`config.mk`:
```
export PLATFORM = sky130hd
export DESIGN_NAME = uart_tx_fifo
export DESIGN_NICKNAME = d
export VERILOG_FILES = /design/src/rtl/uart_tx_fifo.sv
export SDC_FILE = /design/constraint.sdc
export NUM_CORES = 1
export LEC_CHECK = 0
export CORE_UTILIZATION = 30
export DETAILED_ROUTE_END_ITERATION = 6
export GPL_ROUTABILITY_DRIVEN = 0
export SYNTH_ARGS = -nofsm -noshare
export SYNTH_HDL_FRONTEND = slang
export SYNTH_SLANG_ARGS = --single-unit
```
`constraint.sdc`:
```
create_clock -name clk_clk -period 2.8 [get_ports clk_clk]
set_input_delay 0.56 -clock clk_clk [delete_from_list [all_inputs] [get_ports clk_clk]]
set_output_delay 0.56 -clock clk_clk [all_outputs]
set_load 0.02 [all_outputs]
```
`src/rtl/uart_tx_fifo.sv`:
```
// uart_tx_fifo
// ------------
// Buffered UART transmitter. Fabric producers push bytes through a
// valid/ready handshake into a small FIFO. A baud-rate state machine then
// serialises each byte LSB-first onto txd, which feeds the Nios II UART
// receive pin.
//
// Frame format:
//   default build             : 8N1 (start, 8 data, stop)          = 10 bits
//   UART_TX_PARITY_EN defined : 8E1 (start, 8 data, even parity,
//                               stop)                              = 11 bits
//
// Parameters:
//   CLK_HZ      system clock frequency in Hz
//   BAUD        line rate; bit period DIV = (CLK_HZ + BAUD/2) / BAUD cycles
//   FIFO_DEPTH  FIFO entries, power of two, at least 2
//
// Ports:
//   clk_clk      in   system clock, rising edge
//   reset_reset  in   asynchronous active-high reset
//   tx_data      in   byte to send, taken when tx_valid && tx_ready
//   tx_valid     in   producer has a byte
//   tx_ready     out  FIFO not full (registered)
//   txd          out  serial line, idles high (registered)
//   busy         out  frame on the line or FIFO non-empty (registered)
//   fifo_count   out  bytes held in the FIFO, excluding the shifter

module uart_tx_fifo #(
  parameter int CLK_HZ     = 50000000,
  parameter int BAUD       = 115200,
  parameter int FIFO_DEPTH = 16
) (
  input  logic                              clk_clk,
  input  logic                              reset_reset,
  input  logic [7:0]                        tx_data,
  input  logic                              tx_valid,
  output logic                              tx_ready,
  output logic                              txd,
  output logic                              busy,
  output logic [$clog2(FIFO_DEPTH+1)-1:0]   fifo_count
);

  localparam int DIV = (CLK_HZ + BAUD / 2) / BAUD;
  localparam int BW  = (DIV > 1) ? $clog2(DIV) : 1;
  localparam int AW  = $clog2(FIFO_DEPTH);
  localparam int CW  = $clog2(FIFO_DEPTH + 1);

  localparam logic [BW-1:0] BAUD_LAST  = BW'(DIV - 1);
  localparam logic [CW-1:0] COUNT_FULL = CW'(FIFO_DEPTH);

`ifdef UART_TX_PARITY_EN
  typedef enum logic [2:0] {
    IDLE   = 3'd0,
    START  = 3'd1,
    DATA   = 3'd2,
    PARITY = 3'd3,
    STOP   = 3'd4
  } state_t;
`else
  typedef enum logic [2:0] {
    IDLE  = 3'd0,
    START = 3'd1,
    DATA  = 3'd2,
    STOP  = 3'd4
  } state_t;
`endif

  // FIFO storage and bookkeeping
  logic [7:0]    mem [FIFO_DEPTH];
  logic [AW-1:0] wr_ptr;
  logic [AW-1:0] rd_ptr;
  logic [CW-1:0] count;
  logic [CW-1:0] count_next;

  // Transmit state machine
  state_t        state;
  logic [BW-1:0] baud_cnt;
  logic [2:0]    bit_idx;
  logic [7:0]    shift;
`ifdef UART_TX_PARITY_EN
  logic          parity_bit;
`endif

  logic push;
  logic pop;
  logic baud_last;
  logic fifo_nonempty;
  logic next_idle;

  assign fifo_count    = count;
  assign push          = tx_valid && tx_ready;
  assign baud_last     = (baud_cnt == BAUD_LAST);
  assign fifo_nonempty = (count != '0);

  // The FSM consumes a byte either from IDLE or on the final stop-bit cycle,
  // the latter giving back-to-back frames with no idle gap. Because count is
  // registered, a byte pushed this cycle cannot be popped until the next.
  assign pop = fifo_nonempty &&
               ((state == IDLE) || ((state == STOP) && baud_last));

  // True when the FSM will sit in IDLE after this edge; drives busy.
  assign next_idle = ((state == IDLE) && !pop) ||
                     ((state == STOP) && baud_last && !pop);

  // Simultaneous push and pop leaves the occupancy unchanged.
  always_comb begin
    count_next = count;
    case ({push, pop})
      2'b10:   count_next = count + CW'(1);
      2'b01:   count_next = count - CW'(1);
      default: count_next = count;
    endcase
  end

  // Storage array is not reset; only the pointers define what is valid.
  always_ff @(posedge clk_clk) begin
    if (push) begin
      mem[wr_ptr] <= tx_data;
    end
  end

  // Pointers wrap naturally because FIFO_DEPTH is a power of two. tx_ready
  // and busy are registered from next-state values so they line up exactly
  // with the occupancy and FSM state seen after the edge.
  always_ff @(posedge clk_clk or posedge reset_reset) begin
    if (reset_reset) begin
      wr_ptr   <= '0;
      rd_ptr   <= '0;
      count    <= '0;
      tx_ready <= 1'b1;
      busy     <= 1'b0;
    end else begin
      if (push) begin
        wr_ptr <= wr_ptr + AW'(1);
      end
      if (pop) begin
        rd_ptr <= rd_ptr + AW'(1);
      end
      count    <= count_next;
      tx_ready <= (count_next != COUNT_FULL);
      busy     <= !next_idle || (count_next != '0);
    end
  end

  // Bit-level transmitter. txd is registered from the current state, so the
  // line trails the state by one cycle; every bit still lasts exactly DIV
  // cycles because the baud counter clears on every state change. Reset
  // forces the line high immediately, abandoning any partial frame.
  always_ff @(posedge clk_clk or posedge reset_reset) begin
    if (reset_reset) begin
      state      <= IDLE;
      baud_cnt   <= '0;
      bit_idx    <= '0;
      shift      <= '0;
      txd        <= 1'b1;
`ifdef UART_TX_PARITY_EN
      parity_bit <= 1'b0;
`endif
    end else begin
      case (state)
        IDLE: begin
          txd      <= 1'b1;
          baud_cnt <= '0;
          if (pop) begin
            shift      <= mem[rd_ptr];
`ifdef UART_TX_PARITY_EN
            parity_bit <= ^mem[rd_ptr];
`endif
            state      <= START;
          end
        end

        START: begin
          txd <= 1'b0;
          if (baud_last) begin
            baud_cnt <= '0;
            bit_idx  <= '0;
            state    <= DATA;
          end else begin
            baud_cnt <= baud_cnt + BW'(1);
          end
        end

        DATA: begin
          txd <= shift[0];
          if (baud_last) begin
            baud_cnt <= '0;
            shift    <= {1'b0, shift[7:1]};
            if (bit_idx == 3'd7) begin
`ifdef UART_TX_PARITY_EN
              state <= PARITY;
`else
              state <= STOP;
`endif
            end else begin
              bit_idx <= bit_idx + 3'd1;
            end
          end else begin
            baud_cnt <= baud_cnt + BW'(1);
          end
        end

`ifdef UART_TX_PARITY_EN
        // Even parity over the byte, captured when the shifter was loaded.
        PARITY: begin
          txd <= parity_bit;
          if (baud_last) begin
            baud_cnt <= '0;
            state    <= STOP;
          end else begin
            baud_cnt <= baud_cnt + BW'(1);
          end
        end
`endif

        STOP: begin
          txd <= 1'b1;
          if (baud_last) begin
            baud_cnt <= '0;
            if (pop) begin
              shift      <= mem[rd_ptr];
`ifdef UART_TX_PARITY_EN
              parity_bit <= ^mem[rd_ptr];
`endif
              state      <= START;
            end else begin
              state <= IDLE;
            end
          end else begin
            baud_cnt <= baud_cnt + BW'(1);
          end
        end

        default: begin
          txd      <= 1'b1;
          baud_cnt <= '0;
          state    <= IDLE;
        end
      endcase
    end
  end

endmodule

```
* Yosys cells after proc, flatten, opt, wreduce, memory -nomap -nowiden
Memory sizes are Yosys's and may differ from the RTL's.
Cells that the tools add are included.
** Word-level totals
- Bits in writable memories :: 128
- Logic and storage cells :: 71
- Output and inout bits :: 8
- Memories :: 1
- Bits in registers :: 39
- Input port bits :: 11
** Cells by class
- $add $sub $neg :: 6
- Muxes and demuxes :: 21
- Equality and inequality tests :: 14
- Reduce and logical (&&, ||, !) cells :: 19
** Memory list
- mem :: words 16, bits a word 8, read ports 1, clocked after Yosys merged registers in 0, write ports 1, line 69 : logic [7:0] mem [FIFO_DEPTH];
** Operators with widths (count)
- $mux 3 :: 8
- $mux 8 :: 3
- $pmux 8 s3 :: 1
- $mux 9 :: 2
- $ne 2x2->1 const B :: 6
- $pmux 3 s4 :: 1
- $pmux 5 s2 :: 1
- $reduce_bool 5->1 :: 2
- $add 9x1->9 const B :: 1
- $eq 9x9->1 const B :: 1
- $add 4x1->4 const B :: 2
- $eq 3x3->1 const B :: 2
- $pmux 3 s2 :: 1
- $add 5x1->5 const B :: 1
- $logic_and 1x1->1 :: 5
- $ne 5x5->1 const B :: 1
- $reduce_and 5->1 :: 1
- $sub 5x1->5 const B :: 1
- $reduce_and 4->1 :: 1
- $add 3x1->3 const B :: 1
- $eq 3x1->1 const B :: 1
- $eq 3x2->1 const B :: 1
- $logic_not 3->1 :: 1
- $logic_or 1x1->1 :: 3
- 9 further kinds :: 12

* Longest topological paths before layout
Gate-level depths: netlist of run 1.
- Depth after elaboration :: 9
- Gate-level depth with buffers :: 14
- Gate-level depth less buffers :: 13

* Worst setup path before layout of run 1
OpenSTA, ideal clock, no wires.
- Path kind :: reg-to-reg
- Start point :: register baud_cnt[1]
- End point :: register busy
- Data arrival time :: 2977 ps
- Path buffers :: 1
- Clock period less this slack :: 3048 ps
- Data required time :: 2728 ps
- Setup slack :: -248 ps
- Stages on the path, launching flop included :: 15
- Setup time :: 72 ps
- Cells stage by stage :: dfrtp_1 inv_1 ha_1 and4b_2 a41oi_2 nor4_4 ha_1 buf_2 xor2_1 ha_1 a21oi_1 or3_1 o21a_1 or3_1 nand4b_1
** On the way
- Word-level cells in the longest chain between the ends :: 9
- Elaborated cells between the ends (all ways) :: 14
- Classes of those cells :: eq/ne (3); mux (1); reduce/logical (10)
** Ends and longest elaborated chain
- start: declaration :: line 77 : logic [BW-1:0] baud_cnt;
- start signal: assignment :: line 180 : baud_cnt <= baud_cnt + BW'(1);
- start signal: assignment :: line 199 : baud_cnt <= baud_cnt + BW'(1);
- start signal: assignment :: line 230 : baud_cnt <= baud_cnt + BW'(1);
- $eq 9x9->1 (*) :: line 92 : assign baud_last = (baud_cnt == BAUD_LAST);
- $logic_and 1x1->1 (*) :: line 99 : ((state == IDLE) || ((state == STOP) && baud_last));
- $logic_or 1x1->1 (*) :: line 99
- $logic_and 1x1->1 (*) :: line 98 : assign pop = fifo_nonempty &&
- named net pop :: line 85 : logic pop;
- branches (longest 4 deep; another with $pmux 5 s2)
- $logic_or 1x1->1 (*) :: line 141 : busy <= !next_idle || (count_next != '0);
- end signal: assignment :: line 141
- end: declaration :: line 39 : output logic busy,
Mark *: on every way through the listed nets, which the timed path passes.
A chain may end at the register's enable or synchronous reset.

* Final worst setup path of run 1
Ends and elaborated chain as after synthesis.

==> run metrics, run 1 <==
status=finished with violations; failing checks=negative setup slack; syn_nets=448; mean area per synthesized cell=16.5 um2; Post-synth ARST share=23.4%; P&R area growth vs syn=17.8%; WP buf/inv=1; Clock Skew=0.00930 ns; worst vdd ir=0.000573 V; Post-Synth XOR/XNOR Area=2.00%; fmax=352 MHz; fin cells=794; critical-path maximum fanout=3; Slew HR=55.2%; cts bufs inserted=17; Hold Fails Final Rpt=0; Req. time, crit path=3.15 ns; WL final=13000 um; antenna cells=0; leakage power total=0.00282 uW; first-pass GRT wire length=21300 um; count leader, synth=edfxtp_1; Synth top cells by count=128 x edfxtp_1, 37 x dfrtp_1, 32 x mux4_2; register area=4820 um2; share of cells above drive strength 1=21.8%; PD cells=1000 nW/um2; Pins Over Slew Limit=0; Hold Path Class=reg -> reg; Placed Cells=758; core region area=22800 um2; WL/cell=16.4 um; simple-gate area share of the yosys netlist=7.79%; Post-route DRC=0; clk sinks=167; Yosys top cell by area=edfxtp_1; CTS Buffer Depth=2; DPL Wire Length=8680 um; Cell Area, Synth=7020 um2; setup slack at placement=-0.0717 ns; multi-input logic area=2070 um2; CTS Root Cell=clkbuf_16; Top Ports=19; CP max stage delay=0.38 ns; DIE AREA=24000 um2; Seq/Total Area, Yosys=68.7%; setup tns final=-0.0373 ns; # port buffers=18; DRT iter0 DRCs=239; Setup violations, final=1; number of flops mapped to enable cells by yosys=128; synth top area cells=edfxtp_1 55%, dfrtp_1 13%, mux4_2 10%, ha_1 2.1%, a21oi_1 1.9%; worst slew pin tran=0.670 ns; 1st-pass router iterations=4; kind of critical path=reg -> reg; Post-Syn Instances=425; min Tclk post-route=2.84 ns; initial core utilization=30.8%; flops & latches, synth=167; Vias=3728; Arr. time, crit path=3.19 ns; Synth top area share=54.8%; compound-cell area share of the yosys netlist=6.33%; mux cell area share after synthesis=11.1%; cts hold-fix bufs=0; Post-synth top flop=edfxtp_1; Total GRT Usage=11.7%; startpoint types=flop; slowest CP cell=dfrtp_1; RSZ-0062 raised after global routing=yes; initial antenna violation count=0; fin crit share=101%; Synth Warn #=0; vias per inst=4.70; CP endpoint kind=flop; row count=55; htree depth=4; Worst-path clk slew=0.07 ns; combinational family with the most area after synthesis=multiplexers; Worst-Skew Late Latency=0.42 ns; pin count of the biggest net entering global routing=40; kind of cell adding the most delay to the critical path=simple AND/OR/NAND/NOR gates; fillcell total=2171; Die Ht=155 um; Setup WS post-layout=-0.0373 ns; nets=491; max cap viols=0; CP Cell Sequence=inv_1 > ha_1 > and4b_2 > a41oi_4 > nor4_4 > ha_2 > xor2_1 > ha_2 > a21oi_1 > or3_1 > o21a_1 > or3_1 > nand4b_1; CTS tree=done; hold slack final=0.502 ns; Adder-Cell Fraction of Synth Area=2.14%; grt ovf=0; die width=155 um; vias in the first global route=3995; Synth cell types=48; Routed Antenna Nets=0
## registers in the layout, indices dropped and copies added, names as in the netlist
| register | count |
|---|---|
| busy | 1 |
| rd_ptr | 4 |
| bit_idx | 3 |
| state | 3 |
| shift | 8 |
| fifo_count | 5 |
| tx_ready | 1 |
| txd | 1 |
| baud_cnt | 9 |
| wr_ptr | 4 |
| mem | 128 |
## through the flow
step	util [%]	total power [uW]	cell area (um2)
CTS	36.3	8350	8260
detailed placement	33.7	6090	7670
global placement	33.7	6020	7670
floorplan	-	5330	7040
global route	36.3	8750	8260
finish	36.3	8280	8260
## per-layer routing
metal / wire length (um) / track usage (%)
met1: 5710 / 14.2
met2: 6750 / 20.1
met3: 375 / 2.79
met4: 192 / 4.10
met5: 0 / 0
## placed cells by master (no fill, tap or decap), types with 2 or more instances in the layout
| cell type | instances |
|---|---|
| inv_6 | 5 |
| dfstp_2 | 2 |
| edfxtp_1 | 128 |
| o211ai_1 | 2 |
| a31oi_1 | 2 |
| or3_1 | 4 |
| nand3_1 | 8 |
| nand2_1 | 10 |
| nor3b_1 | 2 |
| mux2_2 | 5 |
| and3_1 | 6 |
| xnor2_1 | 10 |
| clkinv_4 | 2 |
| nor3_1 | 4 |
| nor2b_1 | 8 |
| mux4_2 | 32 |
| inv_1 | 8 |
| a22o_1 | 3 |
| ha_2 | 2 |
| o21ai_0 | 9 |
| dfrtp_1 | 36 |
| nand2b_1 | 4 |
| buf_4 | 24 |
| nor2_1 | 29 |
| and2_1 | 14 |
| ha_1 | 10 |
| a22oi_1 | 16 |
| clkbuf_16 | 17 |
| xor2_1 | 6 |
| o21ai_1 | 2 |
| a21oi_1 | 27 |
| inv_8 | 4 |
| clkdlybuf4s50_1 | 18 |
## cell type report
class                      instances  share of cell area (%)
timing repair buffer              43                    4.60
clock buffer                      18                    5.19
clock inverter                    14                    1.62
tap                              313                    4.74
inverter                           8                   0.363
sequential                       167                    58.4
multi-input combinational        231                    25.1
## power by group
| group | total (uW) | switching [uW] | leakage (uW) | internal, uW |
|---|---|---|---|---|
| Clock | 2220 | 1040 | 0.000274 | 1180 |
| Sequential | 3300 | 204 | 0.00163 | 3100 |
| Combinational | 2770 | 1470 | 0.000917 | 1300 |
| Total | 8280 | 2710 | 0.00282 | 5570 |
## kinds of logic after synthesis
logic type                 count (synthesis)
DFF                                      167
and+or+nand+nor                           98
AOI/OAI and AO/OA                         68
muxes                                     37
buffers and inverters                     27
xor gates and xnor gates                  16
adders and majority gates                 12
## final timing paths
check | startpoint | end | slack [ns] | cells after the start
worst min-delay path | baud_cnt[0] | baud_cnt[0] | 0.50 | 1
worst min register to register | baud_cnt[0] | baud_cnt[0] | 0.50 | 1
worst max-delay path | baud_cnt[1] | busy | -0.04 | 13
worst max register to register | baud_cnt[1] | busy | -0.04 | 13
max in group asynchronous | reset_reset | rd_ptr[0] | 1.85 | 3
min in group asynchronous | reset_reset | wr_ptr[2] | 0.57 | 3
## repair_timing
| item | CTS | global route |
|---|---|---|
| pin swaps | 2 | 2 |
| gates resized for setup | 1 | 0 |
| setup buffers | 4 | 0 |
| endpoints found under the setup margin | 2 | 3 |
| gates cloned | 0 | 0 |
(Power assumes the default switching activity.)
==> inputs of run 2 (changes only) <==
--- a/config.mk
+++ b/config.mk
@@ -5,7 +5,7 @@
 export SDC_FILE = /design/constraint.sdc
 export NUM_CORES = 1
 export LEC_CHECK = 0
-export CORE_UTILIZATION = 30
+export CORE_UTILIZATION = 42
 export DETAILED_ROUTE_END_ITERATION = 6
 export GPL_ROUTABILITY_DRIVEN = 0
 export SYNTH_ARGS = -nofsm -noshare
==> run metrics, run 2 (synthesis results as in run 1) <==
# port buffers=18; clk sinks=167; row count=46; Post-route DRC=0; Worst-path clk slew=0.06 ns; CP Cell Sequence=inv_1 > ha_1 > and4b_2 > a41oi_4 > nor4_4 > ha_2 > xor2_2 > ha_2 > a21oi_2 > or3_1 > o21a_1 > or3_1 > nand4b_1; most common cell after layout, fill and taps aside=edfxtp_1; Hold Fails Final Rpt=0; slowest CP cell=dfrtp_1; nets=502; share of cells above drive strength 1=24.2%; critical-path maximum fanout=4; CP endpoint kind=flop; DIE AREA=17200 um2; Worst-Skew Late Latency=0.43 ns; max FFs per register=128; kind of critical path=reg -> reg; vias in the first global route=3848; RSZ-0062 raised after global routing=yes; fin crit share=100%; max cap viols=0; worst slew pin tran=0.748 ns; register with the most flip-flops=mem; CTS tree=done; Setup WS post-layout=-0.00448 ns; worst vdd ir=0.000514 V; die width=131 um; Top Ports=19; initial core utilization=43.5%; antenna cells=0; cts bufs inserted=17; DRT iter0 DRCs=275; fmax=357 MHz; core region area=16100 um2; Vias=3774; CTS Root Cell=clkbuf_16; worst hold stages=1; 1st-pass router iterations=6; WL final=13800 um; Routed Antenna Nets=0; Hold Path Class=reg -> reg; WL/cell=19.4 um; vias per inst=5.33; biggest regs=mem (128), baud_cnt (9), shift (8); cts hold-fix bufs=0; Total GRT Usage=17.3%; CTS Buffer Depth=2; DPL Wire Length=8760 um; first-pass GRT wire length=22000 um; Die Ht=131 um; Pins Over Slew Limit=0; status=finished with violations; startpoint types=flop; leakage power total=0.00291 uW; Arr. time, crit path=3.17 ns; hold slack final=0.521 ns; Slew HR=50.0%; PD cells=1040 nW/um2; P&R area growth vs syn=18.2%; Setup violations, final=1; pin count of the biggest net entering global routing=40; worst-case reg-to-reg path depth=13; fin cells=708; htree depth=4; Clock Skew=0.00736 ns; Req. time, crit path=3.16 ns; failing checks=negative setup slack; min Tclk post-route=2.80 ns; initial antenna violation count=0; CP max stage delay=0.40 ns; Placed Cells=674; grt ovf=0; commonest non-fill, non-tap cells in the layout=128 x edfxtp_1, 36 x dfrtp_1, 35 x buf_4
[run 2: cell types whose count changed in the layout (fill, tap and decap cells not counted), sizes merged]
cell      delta
clkinvlp     -1
clkinv       +1
buf         +11
inv          -3
bufinv       +3
[run 2: critical path, delay by kind of cell (launching register included)]
family	cells	cell delay [ns]
adder cells (fa/ha/maj)	3	0.60
AO/OA/AOI/OAI	3	0.33
XOR/XNOR	1	0.15
AND/OR/NAND/NOR	5	1.20
flip-flops	1	0.40
buffers and inverters	1	0.06
[run 2: what timing repair did]
item / 4_1_cts / 5_1_grt
gates resized for setup: 1 / 2
buffers inserted: 0 / 2
pin swaps: 1 / 2
setup endpoints to repair: 1 / 3
[run 2: area by class of cell]
type	count	area (um2)
fill	1333	7830
inverter	8	30.0
clock inverter	14	189
sequential	167	4820
tap	216	270
clock buffer	18	429
timing repair buffer	54	463
multi-input combinational	231	2090
[run 2: worst paths after layout]
kind / from / end / slack (ns)
worst min-delay path: bit_idx[1] / bit_idx[1] / 0.52
worst min register to register: bit_idx[1] / bit_idx[1] / 0.52
min in group asynchronous: reset_reset / fifo_count[1] / 0.55
max in group asynchronous: reset_reset / txd / 1.88
worst max-delay path: baud_cnt[1] / busy / -0.004
worst max register to register: baud_cnt[1] / busy / -0.004
[run 2: power breakdown]
part           leakage, uW  switching (uW)  internal [uW]
registers          0.00163             245           3090
clock network     0.000307            1010           1430
logic             0.000975            1480           1340
total              0.00291            2740           5870
[run 2: per-layer routing]
layer / wire length (um) / vias to the layer above / track usage [%]
li1: - / 1751 / -
met1: 6300 / 1950 / 23.9
met2: 6680 / 60 / 26.7
met3: 559 / 13 / 4.13
met4: 222 / 0 / 6.14
met5: 0 / - / 0
[run 2: per-stage QoR]
stage | area (um2) | setup slack, ns | util (%) | power (uW) | setup TNS, ns
after floorplan | 7040 | -0.202 | - | 5330 | -0.311
after global placement | 7650 | 0.0622 | 47.4 | 6160 | 0
after detailed placement | 7650 | -0.0303 | 47.4 | 6220 | -0.0303
after CTS | 8270 | -0.0473 | 51.3 | 8660 | -0.0473
after global routing | 8290 | -0.193 | 51.4 | 9070 | -0.422
final | 8290 | -0.00448 | 51.4 | 8610 | -0.00448
